**src/rtl/aes_round_sequencer_if.sv**
```systemverilog
// Block-level bundle for aes_round_sequencer: ap_ctrl_hs host handshake,
// per-unit start/done handshakes, datapath strobes, round index and status.
interface aes_round_sequencer_if;
  logic        ap_start;
  logic        key_new;
  logic        ap_done;
  logic        ap_ready;
  logic        ap_idle;
  logic        ke_start;
  logic        ke_done;
  logic        ark_start;
  logic        ark_done;
  logic        sb_start;
  logic        sb_done;
  logic        sr_en;
  logic        mc_en;
  logic [3:0]  round;
  logic        protocol_err;
  logic [15:0] perf_cycles;

  // Host and datapath units: drive requests and dones, observe the sequencer.
  modport master (
    output ap_start, key_new, ke_done, ark_done, sb_done,
    input  ap_done, ap_ready, ap_idle, ke_start, ark_start, sb_start,
           sr_en, mc_en, round, protocol_err, perf_cycles
  );

  // The sequencer itself.
  modport slave (
    input  ap_start, key_new, ke_done, ark_done, sb_done,
    output ap_done, ap_ready, ap_idle, ke_start, ark_start, sb_start,
           sr_en, mc_en, round, protocol_err, perf_cycles
  );
endinterface

```
**src/rtl/aes_round_sequencer.sv**
```systemverilog
// AES encryption round sequencer: drives KeyExpansion/AddRoundKey/SubBytes/
// ShiftRows/MixColumns per round. Optional cycle counter under AES_SEQ_PERF_EN.
module aes_round_sequencer #(
  parameter int NUM_ROUNDS = 10
) (
  input  logic                  clock,
  input  logic                  reset_n,
  aes_round_sequencer_if.slave  bus
);

  localparam logic [3:0] LAST_ROUND = 4'(NUM_ROUNDS);

  typedef enum logic [2:0] {
    S_IDLE, S_KEYEXP, S_ARK0, S_SB, S_SR, S_MC, S_ARK, S_DONE
  } state_t;

  state_t     state_q, state_d;
  logic [3:0] round_q, round_d;
  logic       key_loaded_q, key_loaded_d;
  logic       perr_q, perr_d;
  logic       accept;
  logic       proto_viol;

  logic ap_done_q, ap_idle_q;
  logic ke_start_q, ark_start_q, sb_start_q, sr_en_q, mc_en_q;

  // A done without its start asserted is flagged and never advances the FSM.
  assign proto_viol = (bus.ke_done  & ~ke_start_q)
                    | (bus.ark_done & ~ark_start_q)
                    | (bus.sb_done  & ~sb_start_q);

  always_comb begin
    state_d      = state_q;
    round_d      = round_q;
    key_loaded_d = key_loaded_q;
    perr_d       = perr_q;
    accept       = 1'b0;
    case (state_q)
      S_IDLE: begin
        if (bus.ap_start) begin
          accept  = 1'b1;
          round_d = 4'd0;
          state_d = (bus.key_new || !key_loaded_q) ? S_KEYEXP : S_ARK0;
        end
      end
      S_KEYEXP: begin
        if (bus.ke_done) begin
          state_d      = S_ARK0;
          key_loaded_d = 1'b1;
        end
      end
      S_ARK0: begin
        if (bus.ark_done) begin
          state_d = S_SB;
          round_d = 4'd1;
        end
      end
      S_SB: begin
        if (bus.sb_done) state_d = S_SR;
      end
      S_SR: begin
        state_d = (round_q < LAST_ROUND) ? S_MC : S_ARK;
      end
      S_MC: begin
        state_d = S_ARK;
      end
      S_ARK: begin
        if (bus.ark_done) begin
          if (round_q == LAST_ROUND) begin
            state_d = S_DONE;
          end else begin
            state_d = S_SB;
            round_d = round_q + 4'd1;
          end
        end
      end
      S_DONE: begin
        state_d = S_IDLE;
      end
      default: begin
        state_d = S_IDLE;
      end
    endcase
    if (accept)     perr_d = 1'b0;
    if (proto_viol) perr_d = 1'b1;
  end

  // Outputs are registered decodes of the next state, so they line up with state_q.
  always_ff @(posedge clock or negedge reset_n) begin
    if (!reset_n) begin
      state_q      <= S_IDLE;
      round_q      <= 4'd0;
      key_loaded_q <= 1'b0;
      perr_q       <= 1'b0;
      ap_done_q    <= 1'b0;
      ap_idle_q    <= 1'b1;
      ke_start_q   <= 1'b0;
      ark_start_q  <= 1'b0;
      sb_start_q   <= 1'b0;
      sr_en_q      <= 1'b0;
      mc_en_q      <= 1'b0;
    end else begin
      state_q      <= state_d;
      round_q      <= round_d;
      key_loaded_q <= key_loaded_d;
      perr_q       <= perr_d;
      ap_done_q    <= (state_d == S_DONE);
      ap_idle_q    <= (state_d == S_IDLE);
      ke_start_q   <= (state_d == S_KEYEXP);
      ark_start_q  <= (state_d == S_ARK0) || (state_d == S_ARK);
      sb_start_q   <= (state_d == S_SB);
      sr_en_q      <= (state_d == S_SR);
      mc_en_q      <= (state_d == S_MC);
    end
  end

  assign bus.ap_done      = ap_done_q;
  assign bus.ap_ready     = ap_done_q;
  assign bus.ap_idle      = ap_idle_q;
  assign bus.ke_start     = ke_start_q;
  assign bus.ark_start    = ark_start_q;
  assign bus.sb_start     = sb_start_q;
  assign bus.sr_en        = sr_en_q;
  assign bus.mc_en        = mc_en_q;
  assign bus.round        = round_q;
  assign bus.protocol_err = perr_q;

`ifdef AES_SEQ_PERF_EN
  logic [15:0] perf_cnt_q;
  logic [15:0] perf_q;

  function automatic logic [15:0] sat_inc(input logic [15:0] v);
    return (v == 16'hFFFF) ? v : v + 16'd1;
  endfunction

  // Counter covers the accept cycle through the DONE cycle inclusive.
  always_ff @(posedge clock or negedge reset_n) begin
    if (!reset_n) begin
      perf_cnt_q <= 16'd0;
      perf_q     <= 16'd0;
    end else begin
      if (accept) begin
        perf_cnt_q <= 16'd1;
      end else if (state_q != S_IDLE) begin
        perf_cnt_q <= sat_inc(perf_cnt_q);
      end
      if (state_q == S_DONE) perf_q <= sat_inc(perf_cnt_q);
    end
  end

  assign bus.perf_cycles = perf_q;
`else
  assign bus.perf_cycles = 16'd0;
`endif

endmodule

```
**src/flat_wrapper.sv**
```systemverilog
// flat-port wrapper written by rule: the top's interface ports become plain ports
module aes_round_sequencer_flat 
#(
  parameter int NUM_ROUNDS = 10
)
  (clock, reset_n, bus_ap_start, bus_key_new, bus_ke_done, bus_ark_done, bus_sb_done, bus_ap_done, bus_ap_ready, bus_ap_idle, bus_ke_start, bus_ark_start, bus_sb_start, bus_sr_en, bus_mc_en, bus_round, bus_protocol_err, bus_perf_cycles);
  aes_round_sequencer_if bus_i ();
  input  logic clock;
  input  logic reset_n;
  input wire logic [$bits(bus_i.ap_start)-1:0] bus_ap_start;
  input wire logic [$bits(bus_i.key_new)-1:0] bus_key_new;
  input wire logic [$bits(bus_i.ke_done)-1:0] bus_ke_done;
  input wire logic [$bits(bus_i.ark_done)-1:0] bus_ark_done;
  input wire logic [$bits(bus_i.sb_done)-1:0] bus_sb_done;
  output wire logic [$bits(bus_i.ap_done)-1:0] bus_ap_done;
  output wire logic [$bits(bus_i.ap_ready)-1:0] bus_ap_ready;
  output wire logic [$bits(bus_i.ap_idle)-1:0] bus_ap_idle;
  output wire logic [$bits(bus_i.ke_start)-1:0] bus_ke_start;
  output wire logic [$bits(bus_i.ark_start)-1:0] bus_ark_start;
  output wire logic [$bits(bus_i.sb_start)-1:0] bus_sb_start;
  output wire logic [$bits(bus_i.sr_en)-1:0] bus_sr_en;
  output wire logic [$bits(bus_i.mc_en)-1:0] bus_mc_en;
  output wire logic [$bits(bus_i.round)-1:0] bus_round;
  output wire logic [$bits(bus_i.protocol_err)-1:0] bus_protocol_err;
  output wire logic [$bits(bus_i.perf_cycles)-1:0] bus_perf_cycles;
  assign bus_i.ap_start = bus_ap_start;
  assign bus_i.key_new = bus_key_new;
  assign bus_i.ke_done = bus_ke_done;
  assign bus_i.ark_done = bus_ark_done;
  assign bus_i.sb_done = bus_sb_done;
  assign bus_ap_done = bus_i.ap_done;
  assign bus_ap_ready = bus_i.ap_ready;
  assign bus_ap_idle = bus_i.ap_idle;
  assign bus_ke_start = bus_i.ke_start;
  assign bus_ark_start = bus_i.ark_start;
  assign bus_sb_start = bus_i.sb_start;
  assign bus_sr_en = bus_i.sr_en;
  assign bus_mc_en = bus_i.mc_en;
  assign bus_round = bus_i.round;
  assign bus_protocol_err = bus_i.protocol_err;
  assign bus_perf_cycles = bus_i.perf_cycles;
  aes_round_sequencer #(.NUM_ROUNDS(NUM_ROUNDS)) u_core (.clock(clock), .reset_n(reset_n), .bus(bus_i));
endmodule
```
**config.mk**
```make
export PLATFORM = sky130hd
export DESIGN_NAME = aes_round_sequencer_flat
export DESIGN_NICKNAME = d
export VERILOG_FILES = /design/src/rtl/aes_round_sequencer_if.sv /design/src/rtl/aes_round_sequencer.sv /design/src/flat_wrapper.sv
export SDC_FILE = /design/constraint.sdc
export NUM_CORES = 1
export LEC_CHECK = 0
export BUFFER_PORTS_ARGS = -buffer_cell sky130_fd_sc_hd__buf_2
export CORE_MARGIN = 10
export CORE_UTILIZATION = 40
export CTS_CLUSTER_DIAMETER = 50
export CTS_CLUSTER_SIZE = 10
export DETAILED_ROUTE_END_ITERATION = 7
export MAX_ROUTING_LAYER = met4
export PLACE_DENSITY = 0.69
export REMOVE_ABC_BUFFERS = 1
export SLEW_MARGIN = 10
export SYNTH_ARGS = -nofsm -noshare
export SYNTH_HDL_FRONTEND = slang
export SYNTH_SLANG_ARGS = --single-unit
```
**constraint.sdc**
```tcl
create_clock -name clock -period 2.25 [get_ports clock]
set_clock_uncertainty 0.1 [all_clocks]
set_input_delay 0.45 -clock clock [delete_from_list [all_inputs] [get_ports clock]]
set_output_delay 0.45 -clock clock [all_outputs]
set_load 0.05 [all_outputs]
```
---- Yosys cells after proc, flatten, opt, wreduce, memory -nomap -nowiden ----
Cells that the tools add are included.
W data, S select, Z words.
word-level totals
  register bits after elaboration ......... 16
  word-level logic and storage cells ...... 67
cells by class
  add/sub/neg operators ................... 1
  magnitude comparators ................... 1
  eq/ne operators ......................... 19
  multiplexer cells ....................... 18
  bitwise logic cells ..................... 8
  reductions and logical operators ........ 9
operator list
  cell                   count
  $eq A3 B3 Y1 const B   8
  $pmux W3 S8            1
  $mux W3                6
  $mux W4                4
  $eq A3 B2 Y1 const B   4
  $pmux W4 S3            1
  $ne A2 B2 Y1 const B   4
  $eq A3 B1 Y1 const B   2
  $logic_not A3 Y1       2
  $reduce_and A5 Y1      1
  $add A4 B1 Y4 const B  1
  $eq A4 B4 Y1 const B   1
  $lt A4 B4 Y1 const B   1
  $mux W1                4
  $mux W2                2
  $and A1 B1 Y1          3
  $not A1 Y1             3
  $reduce_bool A3 Y1     1
  $logic_or A1 B1 Y1     2
  $or A1 B1 Y1           2
  $reduce_and A2 Y1      1
  $reduce_bool A2 Y1     1
  $logic_not A1 Y1       1

---- Depth between registers and ports, before layout ----
  word-level depth ........................ 7
  mapped depth ............................ 6
  gate-level depth less buffers ........... 6

---- Least setup slack after synthesis ----
No wires, ideal clock.
  path kind ............................... reg-to-reg
  start ................................... register u_core.round_q[0] (netlist: u_core.bus.round[0])
  end ..................................... register u_core.round_q[0] (netlist: u_core.bus.round[0])
  library setup time ...................... 0.065 ns
  arrival time ............................ 1.643 ns
  required time ........................... 2.085 ns
  setup slack ............................. 0.441 ns
  cell stages (with the launch flop) ...... 7
  buffers on the path ..................... 0
  cells stage by stage .................... dfrtp_1 inv_1 ha_1 nand3b_1 o22ai_2 a2111oi_2 a21o_1
between the ends
  cells in the longest elaborated chain, start to end .. 4
  elaborated cells on any way between the ends .. 7
RTL lines
  what                      RTL line                    RTL
  start: declaration        aes_round_sequencer.sv:18   logic [3:0] round_q, round_d;
  start signal: assignment  aes_round_sequencer.sv:104  round_q <= round_d;
  $add A4 B1 Y4             aes_round_sequencer.sv:73   round_d = round_q + 4'd1;
  $mux W4                   aes_round_sequencer.sv:69   if (round_q == LAST_ROUND) begin
  $mux W4                   aes_round_sequencer.sv:68   if (bus.ark_done) begin
  $pmux W4 S3               aes_round_sequencer.sv:38   case (state_q)
Parallel ways exist; a longest one is shown, timed or not. The select of a mux whose other input is x is not followed.
A chain may end at the register's enable or synchronous reset.

---- Worst setup path in the final report ----
  start ................................... register u_core.state_q[0]
  end ..................................... register u_core.ark_start_q (netlist: u_core.bus.ark_start)
between the ends
  cells in the longest elaborated chain, start to end .. 4
  elaborated cells on any way between the ends .. 17
RTL lines
  what                                                 RTL line                    RTL
  start: declaration                                   aes_round_sequencer.sv:17   state_t state_q, state_d;
  start signal: assignment                             aes_round_sequencer.sv:103  state_q <= state_d;
  $eq A3 B3 Y1 (tied with other cells)                 aes_round_sequencer.sv:38
  $pmux W3 S8 *                                        aes_round_sequencer.sv:38
  named net u_core.state_d[0]                          aes_round_sequencer.sv:17
  $eq A3 B2 Y1 / $eq A3 B3 Y1 (equally long branches)  aes_round_sequencer.sv:110  ark_start_q <= (state_d == S_ARK0) || (state_d == S_ARK);
  $logic_or A1 B1 Y1 *                                 aes_round_sequencer.sv:110
  end signal: assignment                               aes_round_sequencer.sv:110
  end: declaration                                     aes_round_sequencer.sv:25   logic ke_start_q, ark_start_q, sb_start_q, sr_en_q, mc_en_q;
Mark *: on every way through the listed nets, which the timed path passes. The rest lies on a longest branch.

==> impl_metrics.env <==
export IMPL_root_buffer="clkbuf_4"
export IMPL_cp_slowest_stage_delay_ps=540
export IMPL_path_class="flop to flop"
export IMPL_cp_depth=4
export IMPL_power_leakage_nw=0.518
export IMPL_ios=36
export IMPL_power_density_mw_per_mm2=1270
export IMPL_io_buffers=19
export IMPL_die_height_um=69.0
export IMPL_clk_pin_slew_ps=100
export IMPL_ant_nets=0
export IMPL_die_x_um=69.0
export IMPL_rows=17
export IMPL_place_inst=132
export IMPL_layout_min_cycle_time_ps=1850
export IMPL_vdd_drop_max_v=0.000462
export IMPL_ys_warn_count=0
export IMPL_via_count=652
export IMPL_die_area_mm2=0.00475
export IMPL_wire_per_inst_um=14.8
export IMPL_synth_top_area_share=0.392
export IMPL_place_congestion=0.855
export IMPL_maxCapViolCount=0
export IMPL_ys_seq_elements=16
export IMPL_placed_area_um2=993
export IMPL_crit_fanout=14
export IMPL_multi_input_area_um2=439
export IMPL_critical_path_startpoint="u_core.state_q[0]$_DFF_PN0_"
export IMPL_yosysMostFrequentCell="buf_4"
export IMPL_crit_path_end_kind="flop"
export IMPL_use_met1=0.0985
export IMPL_cts_tree="yes"
export IMPL_hold_ws_ps=338
export IMPL_drc=0
export IMPL_antenna_found_initial=0
export IMPL_synth_area_top_cells="dfrtp_1 (39%), buf_4 (14%), nor2b_1 (3.3%)"
export IMPL_crit_chain="nor3b_1 -> o21ai_0 -> or3b_4 -> nor2b_1"
export IMPL_clk_path_buf_depth=2
export IMPL_synth_edff_count=0
export IMPL_area_growth_pct=8.49
export IMPL_first_pass_iters=4
export IMPL_avgSynthCellArea_um2=10.6
export IMPL_use_met3=0.0209
export IMPL_hold_viol=0
export IMPL_cp_num_buf_inv=0
export IMPL_fin_ws_ps=395
export IMPL_num_fill_cells=231
export IMPL_ctsResizeCount=0
export IMPL_finalWirelength_um=2030
export IMPL_synth_largest_area_cell="dfrtp_1"
export IMPL_dp_slack_ps=442
export IMPL_grt_usage=0.0920
export IMPL_finalSetupViolations=0
export IMPL_seqCellArea_um2=402
export IMPL_reg2reg_slack_ps=400
export IMPL_endpoint="u_core.bus.ark_start$_DFF_PN0_"
export IMPL_grt_pass1_vias=646
export IMPL_drtIter0Drc=37
export IMPL_critical_path_slowest_cell="dfrtp_1"
export IMPL_cts_setup_buffers=0
export IMPL_post_dp_hpwl_um=1590
export IMPL_grt_overflow_total=0
export IMPL_stdcell_area_mm2=0.00104
export IMPL_power_mw=1.32
export IMPL_crit_arrival_ps=1970
export IMPL_reg2reg_to="u_core.bus.ark_start$_DFF_PN0_"
export IMPL_design_core_area_mm2=0.00225
export IMPL_numCtsBuffers=3
export IMPL_ys_flop_type="dfrtp_1"
export IMPL_min_period_over_period=0.824
export IMPL_syn_area_um2=958
export IMPL_grt_max_degree=17
export IMPL_grt_pass1_wl_um=3170
export IMPL_async_flop_share=1.00
export IMPL_fin_cells=137
export IMPL_fmax_ghz=0.539
export IMPL_cts_max_level=1
export IMPL_grt_busiest_layer="met2"
export IMPL_crit_path_start_kind="flop"
export IMPL_cts_sinks=16
export IMPL_report_final_slew_viol_count=0
export IMPL_required_ps=2370
export IMPL_syn_inst=90
export IMPL_diodes=0
export IMPL_insertion_delay_ps=300
export IMPL_fin_setup_tns_ps=0
export IMPL_cp_top_family="simple AND/OR/NAND/NOR gates"
export IMPL_r2r_cells=4
export IMPL_drive_gt1_frac=0.312
export IMPL_rsz0062_at_grt="false"
export IMPL_grtUsageMet2=0.150
export IMPL_largest_reg_flops=4
export IMPL_yosys_top_cells_count="buf_4 (18), dfrtp_1 (15), inv_1 (6), nor2b_1 (5), nor2_1 (4)"
export IMPL_seq_area_frac_synth=0.419
export IMPL_ys_types=41
export IMPL_final_util=0.461
export IMPL_outcome="finished clean"
export IMPL_min_delay_path_class="primary input to flop"
export IMPL_vias_per_cell=4.76
export IMPL_nets=119
export IMPL_start_util=0.425
export IMPL_r2r_start="u_core.state_q[0]$_DFF_PN0_"
[power breakdown]
group | internal, mW | switching, mW | total (mW)
combinational | 0.191 | 0.443 | 0.634
clock | 0.0987 | 0.0975 | 0.196
sequential | 0.371 | 0.118 | 0.489
total | 0.661 | 0.658 | 1.32
[kinds of logic after synthesis]
| kind of cell | after synthesis | synth area share |
|---|---|---|
| compound gates | 17 | 0.148 |
| xor+xnor | 2 | 0.0183 |
| fa+ha+maj | 2 | 0.0261 |
| buf+inv | 26 | 0.181 |
| flops | 16 | 0.419 |
| mux | 1 | 0.0104 |
| other cells | 1 | 0.00391 |
| simple gates | 25 | 0.193 |
[layer usage]
metal	vias up	wire length [µm]
met2	28	1010
met1	296	801
met3	5	158
met4	0	51
li1	323	-
met5	-	0
[layout by cell type, fill, tap and decap left out, drive strengths merged, types with 2 or more instances in the layout]
cell type  count
xor2           2
inv            6
nor2           4
nand3b         2
ha             2
or4b           2
o22ai          2
nand3          2
nor2b          5
clkbuf         4
dfrtp         15
o211ai         2
o21ai          3
nor3           2
conb          16
buf           19
[cell type report]
cell class | instances | area share
Multi-Input combinational cell | 63 | 0.422
Sequential cell | 16 | 0.386
Timing Repair Buffer | 20 | 0.101
Clock buffer | 4 | 0.0349
Tap cell | 28 | 0.0337
Inverter | 6 | 0.0217
[worst min-delay path by stage]
stage | from | to | slack [ps] | cells past startpoint
after floorplan | reset_n | u_core.bus.ap_done$_DFF_PN0_ | 50 | 0
after global placement | reset_n | u_core.bus.round[2]$_DFFE_PN0P_ | 280 | 1
after detailed placement | reset_n | u_core.bus.round[2]$_DFFE_PN0P_ | 290 | 1
after CTS | bus_ke_done | u_core.key_loaded_q$_DFFE_PN0P_ | 330 | 2
after global routing | bus_ke_done | u_core.bus.protocol_err$_DFFE_PN0P_ | 340 | 2
final | bus_ke_done | u_core.key_loaded_q$_DFFE_PN0P_ | 340 | 2
[repair_timing]
| item | in CTS | in global routing |
|---|---|---|
| endpoints found under the setup margin | 0 | 0 |
| hold endpoints to repair | 15 | 0 |
| hold buffers | 1 | 0 |
Note: power is estimated with default switching activity, not from simulation.
